`src/rtl/morse_pkg.sv`:
```
// Shared types and unit-count constants for the Morse LED scheduler.
package morse_pkg;

    typedef enum logic [1:0] {
        DOT  = 2'd0,
        DASH = 2'd1,
        LGAP = 2'd2,
        WGAP = 2'd3
    } sym_t;

    typedef enum logic [1:0] {
        S_IDLE = 2'd0,
        S_ON   = 2'd1,
        S_OFF  = 2'd2
    } state_t;

    localparam logic [2:0] DOT_UNITS   = 3'd1;
    localparam logic [2:0] DASH_UNITS  = 3'd3;
    localparam logic [2:0] INTRA_UNITS = 3'd1;
    localparam logic [2:0] LGAP_UNITS  = 3'd2;
    localparam logic [2:0] WGAP_UNITS  = 3'd6;

endpackage

```
`src/rtl/morse_unit_timer.sv`:
```
// Free-running Morse unit timer: counts 0..UNIT_CYCLES-1 while run is high and
// pulses tick on the last count of each unit.
module morse_unit_timer #(
    parameter int unsigned UNIT_CYCLES = 5_000_000
) (
    input  logic clk,
    input  logic rst,
    input  logic clear,
    input  logic run,
    output logic tick
);

    logic [23:0] unit_cnt;

    assign tick = run && (unit_cnt == 24'(UNIT_CYCLES - 1));

    // Unit counter; wraps on tick so consecutive units stay back to back.
    always_ff @(posedge clk or posedge rst) begin
        if (rst) begin
            unit_cnt <= 24'd0;
        end else if (clear) begin
            unit_cnt <= 24'd0;
        end else if (run) begin
            unit_cnt <= tick ? 24'd0 : unit_cnt + 24'd1;
        end else begin
            unit_cnt <= unit_cnt;
        end
    end

endmodule

```
`src/rtl/led_morse_scheduler.sv`:
```
// Arbitrates the status LED between two Morse symbol streams, granting a whole
// message at a time round-robin, and plays each symbol with exact unit timing.
module led_morse_scheduler
    import morse_pkg::*;
#(
    parameter int unsigned UNIT_CYCLES = 5_000_000
) (
    input  logic       clk,
    input  logic       rst,
    input  logic       req0_valid,
    input  logic [1:0] req0_sym,
    input  logic       req0_last,
    output logic       req0_ready,
    input  logic       req1_valid,
    input  logic [1:0] req1_sym,
    input  logic       req1_last,
    output logic       req1_ready,
    output logic       led,
    output logic       busy,
    output logic       owner
);

    state_t     state, state_next;
    logic       lock, lock_next;
    logic       owner_next;
    logic       rr_ptr, rr_next;
    logic       is_last, last_next;
    logic [2:0] units_left, units_next;
    logic       sel, grant, accept, tick;
    logic [1:0] valid;
    sym_t       sel_sym;

    assign valid   = {req1_valid, req0_valid};
    assign sel_sym = sym_t'(sel ? req1_sym : req0_sym);

    // Requester selection: the lock holder only, else rr_ptr first.
    always_comb begin
        sel   = rr_ptr;
        grant = 1'b0;
        if (state == S_IDLE && !rst) begin
            if (lock) begin
                sel   = owner;
                grant = 1'b1;
            end else if (valid[rr_ptr]) begin
                sel   = rr_ptr;
                grant = 1'b1;
            end else if (valid[~rr_ptr]) begin
                sel   = ~rr_ptr;
                grant = 1'b1;
            end else begin
                grant = 1'b0;
            end
        end else begin
            grant = 1'b0;
        end
    end

    assign req0_ready = grant && (sel == 1'b0);
    assign req1_ready = grant && (sel == 1'b1);
    assign accept     = grant && valid[sel];

    morse_unit_timer #(.UNIT_CYCLES(UNIT_CYCLES)) u_timer (
        .clk   (clk),
        .rst   (rst),
        .clear (state_next != state),
        .run   (state != S_IDLE),
        .tick  (tick)
    );

    // Next-state, lock and round-robin bookkeeping.
    always_comb begin
        state_next = state;
        lock_next  = lock;
        owner_next = owner;
        rr_next    = rr_ptr;
        last_next  = is_last;
        units_next = units_left;
        case (state)
            S_IDLE: begin
                if (accept) begin
                    owner_next = sel;
                    lock_next  = 1'b1;
                    last_next  = sel ? req1_last : req0_last;
                    case (sel_sym)
                        DOT:     begin units_next = DOT_UNITS;  state_next = S_ON;  end
                        DASH:    begin units_next = DASH_UNITS; state_next = S_ON;  end
                        LGAP:    begin units_next = LGAP_UNITS; state_next = S_OFF; end
                        WGAP:    begin units_next = WGAP_UNITS; state_next = S_OFF; end
                        default: begin units_next = DOT_UNITS;  state_next = S_ON;  end
                    endcase
                end else begin
                    state_next = S_IDLE;
                end
            end
            S_ON: begin
                if (tick && units_left == 3'd1) begin
                    state_next = S_OFF;
                    units_next = INTRA_UNITS;
                end else if (tick) begin
                    units_next = units_left - 3'd1;
                end else begin
                    units_next = units_left;
                end
            end
            S_OFF: begin
                if (tick && units_left == 3'd1) begin
                    state_next = S_IDLE;
                    if (is_last) begin
                        lock_next = 1'b0;
                        rr_next   = ~owner;
                    end else begin
                        lock_next = lock;
                    end
                end else if (tick) begin
                    units_next = units_left - 3'd1;
                end else begin
                    units_next = units_left;
                end
            end
            default: begin
                state_next = S_IDLE;
            end
        endcase
    end

    // State and output registers; led follows the state being entered.
    always_ff @(posedge clk or posedge rst) begin
        if (rst) begin
            state      <= S_IDLE;
            lock       <= 1'b0;
            owner      <= 1'b0;
            rr_ptr     <= 1'b0;
            is_last    <= 1'b0;
            units_left <= 3'd0;
            led        <= 1'b0;
        end else begin
            state      <= state_next;
            lock       <= lock_next;
            owner      <= owner_next;
            rr_ptr     <= rr_next;
            is_last    <= last_next;
            units_left <= units_next;
            led        <= (state_next == S_ON);
        end
    end

    assign busy = (state != S_IDLE) || lock;

endmodule
```
`config.mk`:
```
export PLATFORM = sky130hd
export DESIGN_NAME = led_morse_scheduler
export DESIGN_NICKNAME = d
export VERILOG_FILES = /design/src/rtl/morse_pkg.sv /design/src/rtl/morse_unit_timer.sv /design/src/rtl/led_morse_scheduler.sv
export SDC_FILE = /design/constraint.sdc
export NUM_CORES = 1
export LEC_CHECK = 0
export CORE_AREA = 2 2 76 78
export DETAILED_ROUTE_END_ITERATION = 8
export DIE_AREA = 0 0 78 80
export HOLD_SLACK_MARGIN = 0.08
export SETUP_SLACK_MARGIN = 0.1
export SYNTH_ARGS = -nofsm -noshare
export SYNTH_HDL_FRONTEND = slang
export SYNTH_SLANG_ARGS = --single-unit
```
`constraint.sdc`:
```
create_clock -name clk -period 2.3 [get_ports clk]
set_input_delay 0.345 -clock clk [delete_from_list [all_inputs] [get_ports clk]]
set_output_delay 0.345 -clock clk [all_outputs]
set_load 0.01 [all_outputs]
```
==> summary.md <==
| Metric | Value |
|---|---|
| Drt wl/cell | 16.2 um |
| Sequential share of the synthesized area | 35.6% |
| Initial Utilization | 44.2% |
| First-pass GRT wire length | 10700 um |
| Placed cell areas | 3040 um^2 |
| Cell area after layout | 3440 um^2 |
| Mapped Cells | 264 |
| Drt pass-1 iters | 4 |
| Post-route ant nets | 0 |
| DRT iter0 DRCs | 106 |
| Fillers | 480 |
| Largest cells by area after synthesis | dfrtp_1 (36%), nor3_2 (4.6%), nor3_1 (4.0%) |
| Distinct cell type count after synthesis | 60 |
| Yosys top cell area share | 35.6% |
| Antenna violations before repair | 0 |
| Die area | 6240 um^2 |
| Max Slew Vio Count | 0 |
| Vias | 2241 |
| Hold Path Class | in -> async |
| Synth Flop Type | dfrtp_1 |
| RSZ-0062 raised after global routing | yes |
| GRT overflow | 0 |
| Row Count | 27 |
| Internal | 856 uW |
| Worst Path Required | 2490 ps |
| Maximum capacitance violations | 0 |
| DIE WIDTH | 78 um |
| Pwr dens | 319 nW/um^2 |
| Leakage | 0.00140 uW |
| Leading area contributor after synthesis | dfrtp_1 |
| Layout Area Growth over Synthesis | 44.2% |
| Vias per inst | 5.47 |
| Nets | 356 |
| Fmax | 433 MHz |
| Bufs on Longest Clock Path | 2 |
| Multi-input gate area | 1670 um^2 |
| Outcome | finished, violations left |
| Ys Warns | 0 |
| Skew final | 10.8 ps |
| Total power after layout | 1100 uW |
| Failing checks | negative setup slack |
| Routed WL | 6650 um |
| CTS tree | yes |
| Clock latency at the later pin of the worst-skew pair | 290 ps |
| Commonest non-fill, non-tap cells in the layout | buf_4 (52), dfrtp_1 (34), nor2_1 (18) |
| Number of synthesized flops with an enable pin | 0 |
| Net switching power figure | 244 uW |
| Fin crit period | 2310 ps |
| CP Max Fanout | 5 |
| Final setup margin | -7.65 ps |
| Worst setup path class | reg -> reg |
| Measured slew at the worst slew-check pin | 395 ps |
| CTS Root Buffer Type | clkbuf_8 |
| Fin crit share | 100% |
| Clk pwr share | 40.4% |
| Slew Limit Headroom | 73.6% |
| Reg clk slew, reported paths | 70 ps |
| Antenna diode count | 0 |
| CTS Hold Bufs | 0 |
| Register area | 851 um^2 |
| Combinational share of power | 5.3% |
| Largest net degree at the start of global routing | 31 |
| I/O pin count | 15 |
| Global-route usage over all layers | 21.6% |
| Commonest non-fill, non-tap cell in the layout | buf_4 |
| Post-Syn Area | 2390 um^2 |
| Crit path DAT | 2500 ps |
| Final Hold Fails | 0 |
| Buffers on Ports | 14 |
| DP HPWL | 4530 um |
| DR DRC count | 0 |
| Setup violations, final | 1 |
| Flops & latches, synth | 34 |
| Core Box Area | 5410 um^2 |
| Die height | 80 um |
| Syn Nets | 281 |
| CTS HTree Levels | 2 |
| Sequential group share of total power | 54.3% |
| Num CTS Buffers | 5 |
| Switching share of power | 22.1% |
| Layout cells sized above 1 | 37.0% |
| Worst setup SP type | flip-flop |
| Mean Syn Cell Area | 9.05 um^2 |
| Vias in the first global route | 2258 |
| Setup TNS | -7.65 ps |
| CTS sink count | 34 |
| Post-synth ARST share | 100% |
| CP Capture Type | flip-flop |
| GPL Wtd Cong | 0.822 |
| IR drop worst, VDD | 0.000272 V |
==> power groups by stage <==
stage | Sequential (uW) | Clock [uW] | Combinational [uW]
3_5_place_dp | 609 | 0 | 55.1
4_1_cts | 598 | 457 | 59.0
2_1_floorplan | 609 | 0 | 22.6
6_report | 598 | 444 | 57.9
5_1_grt | 597 | 475 | 64.3
3_3_place_gp | 609 | 0 | 54.4
==> logic make-up after synthesis <==
kind of cell	Yosys count	share of synthesized area, %
muxes	8	3.46
AOI/OAI and AO/OA	53	16.3
buffers and inverters	23	4.61
adders and majority gates	7	3.67
and+or+nand+nor	125	31.2
xor gates and xnor gates	14	5.13
DFF	34	35.6
==> per-stage QoR <==
step	util (%)	hold slack, ps	setup WS [ps]	instances
after floorplan	-	450	-11.4	264
after detailed placement	56.3	522	-363	392
final	63.7	152	-7.65	410
after global placement	56.3	512	-273	392
after global routing	63.7	178	-95.1	410
after CTS	59.7	148	3.67	400
==> synth_stat cells (2+ instances only) <==
cell and instances:
dfrtp_1 34, nor2_1 20, nor3_1 19, a21oi_1 16
nand2_1 16, inv_1 14, nor3_2 11, nand3_1 9
nor4_1 9, xnor2_1 8, ha_1 7, o21ai_0 7
mux2i_1 6, nand4_1 6, xor2_1 6, a21o_1 5
or3_1 5, a31oi_1 4, and3_1 4, clkbuf_1 4
or2_2 4, nand3b_1 3, a211oi_1 2, a2bb2oi_1 2
and2_1 2, buf_4 2, buf_6 2, mux2_2 2
nand2b_1 2, nor2b_1 2, or4_1 2
==> state kept, by name, summed over array words and instances (netlist names) <==
register	count
u_timer.unit_cnt	24
lock	1
rr_ptr	1
led	1
units_left	3
state	2
owner	1
is_last	1
==> worst paths after layout <==
check                              start              endpoint  slack (ps)  depth (start not counted)
worst max-delay path            state[1]   u_timer.unit_cnt[6]          -8                         11
worst min register to register    rr_ptr                rr_ptr         550                          2
min in group clk                  rr_ptr                rr_ptr         550                          2
worst max register to register  state[1]   u_timer.unit_cnt[6]          -8                         11
worst min-delay path                 rst               is_last         150                          2
max in group asynchronous            rst  u_timer.unit_cnt[17]        1500                          3
==> per-layer routing <==
metal	global-route usage, %	share of wire (%)	vias up	wire (um)
met5	0	0	-	0
met4	7.89	1.5	0	102
met3	3.62	2.7	9	177
met2	38.6	52	39	3450
met1	26.0	44	1072	2920
li1	-	-	1121	-
==> cell type report <==
| cell class | instances | share of cell area, % |
|---|---|---|
| timing repair buffer | 77 | 20.4 |
| clock buffer | 6 | 2.40 |
| sequential | 34 | 24.7 |
| inverter | 14 | 1.53 |
| tap | 72 | 2.62 |
| multi-input combinational | 207 | 48.4 |
==> timing repair <==
item / 4_1_cts / 5_1_grt
gates cloned: 0 / 3
resized for setup: 22 / 22
setup buffers: 2 / 7
pin swaps: 6 / 7
setup endpoints to repair: 27 / 29
==> worst max-delay path, stage by stage, from the launching register on <==
cell and delay (ps):
dfrtp_1 390, inv_2 90, ha_4 170, nand2b_1 170
a211oi_4 230, buf_4 180, buf_4 110, a21boi_2 250
nor4_4 70, buf_4 160, clkbuf_16 150, nor4_2 240
Note: power is estimated with default switching activity, not from simulation.
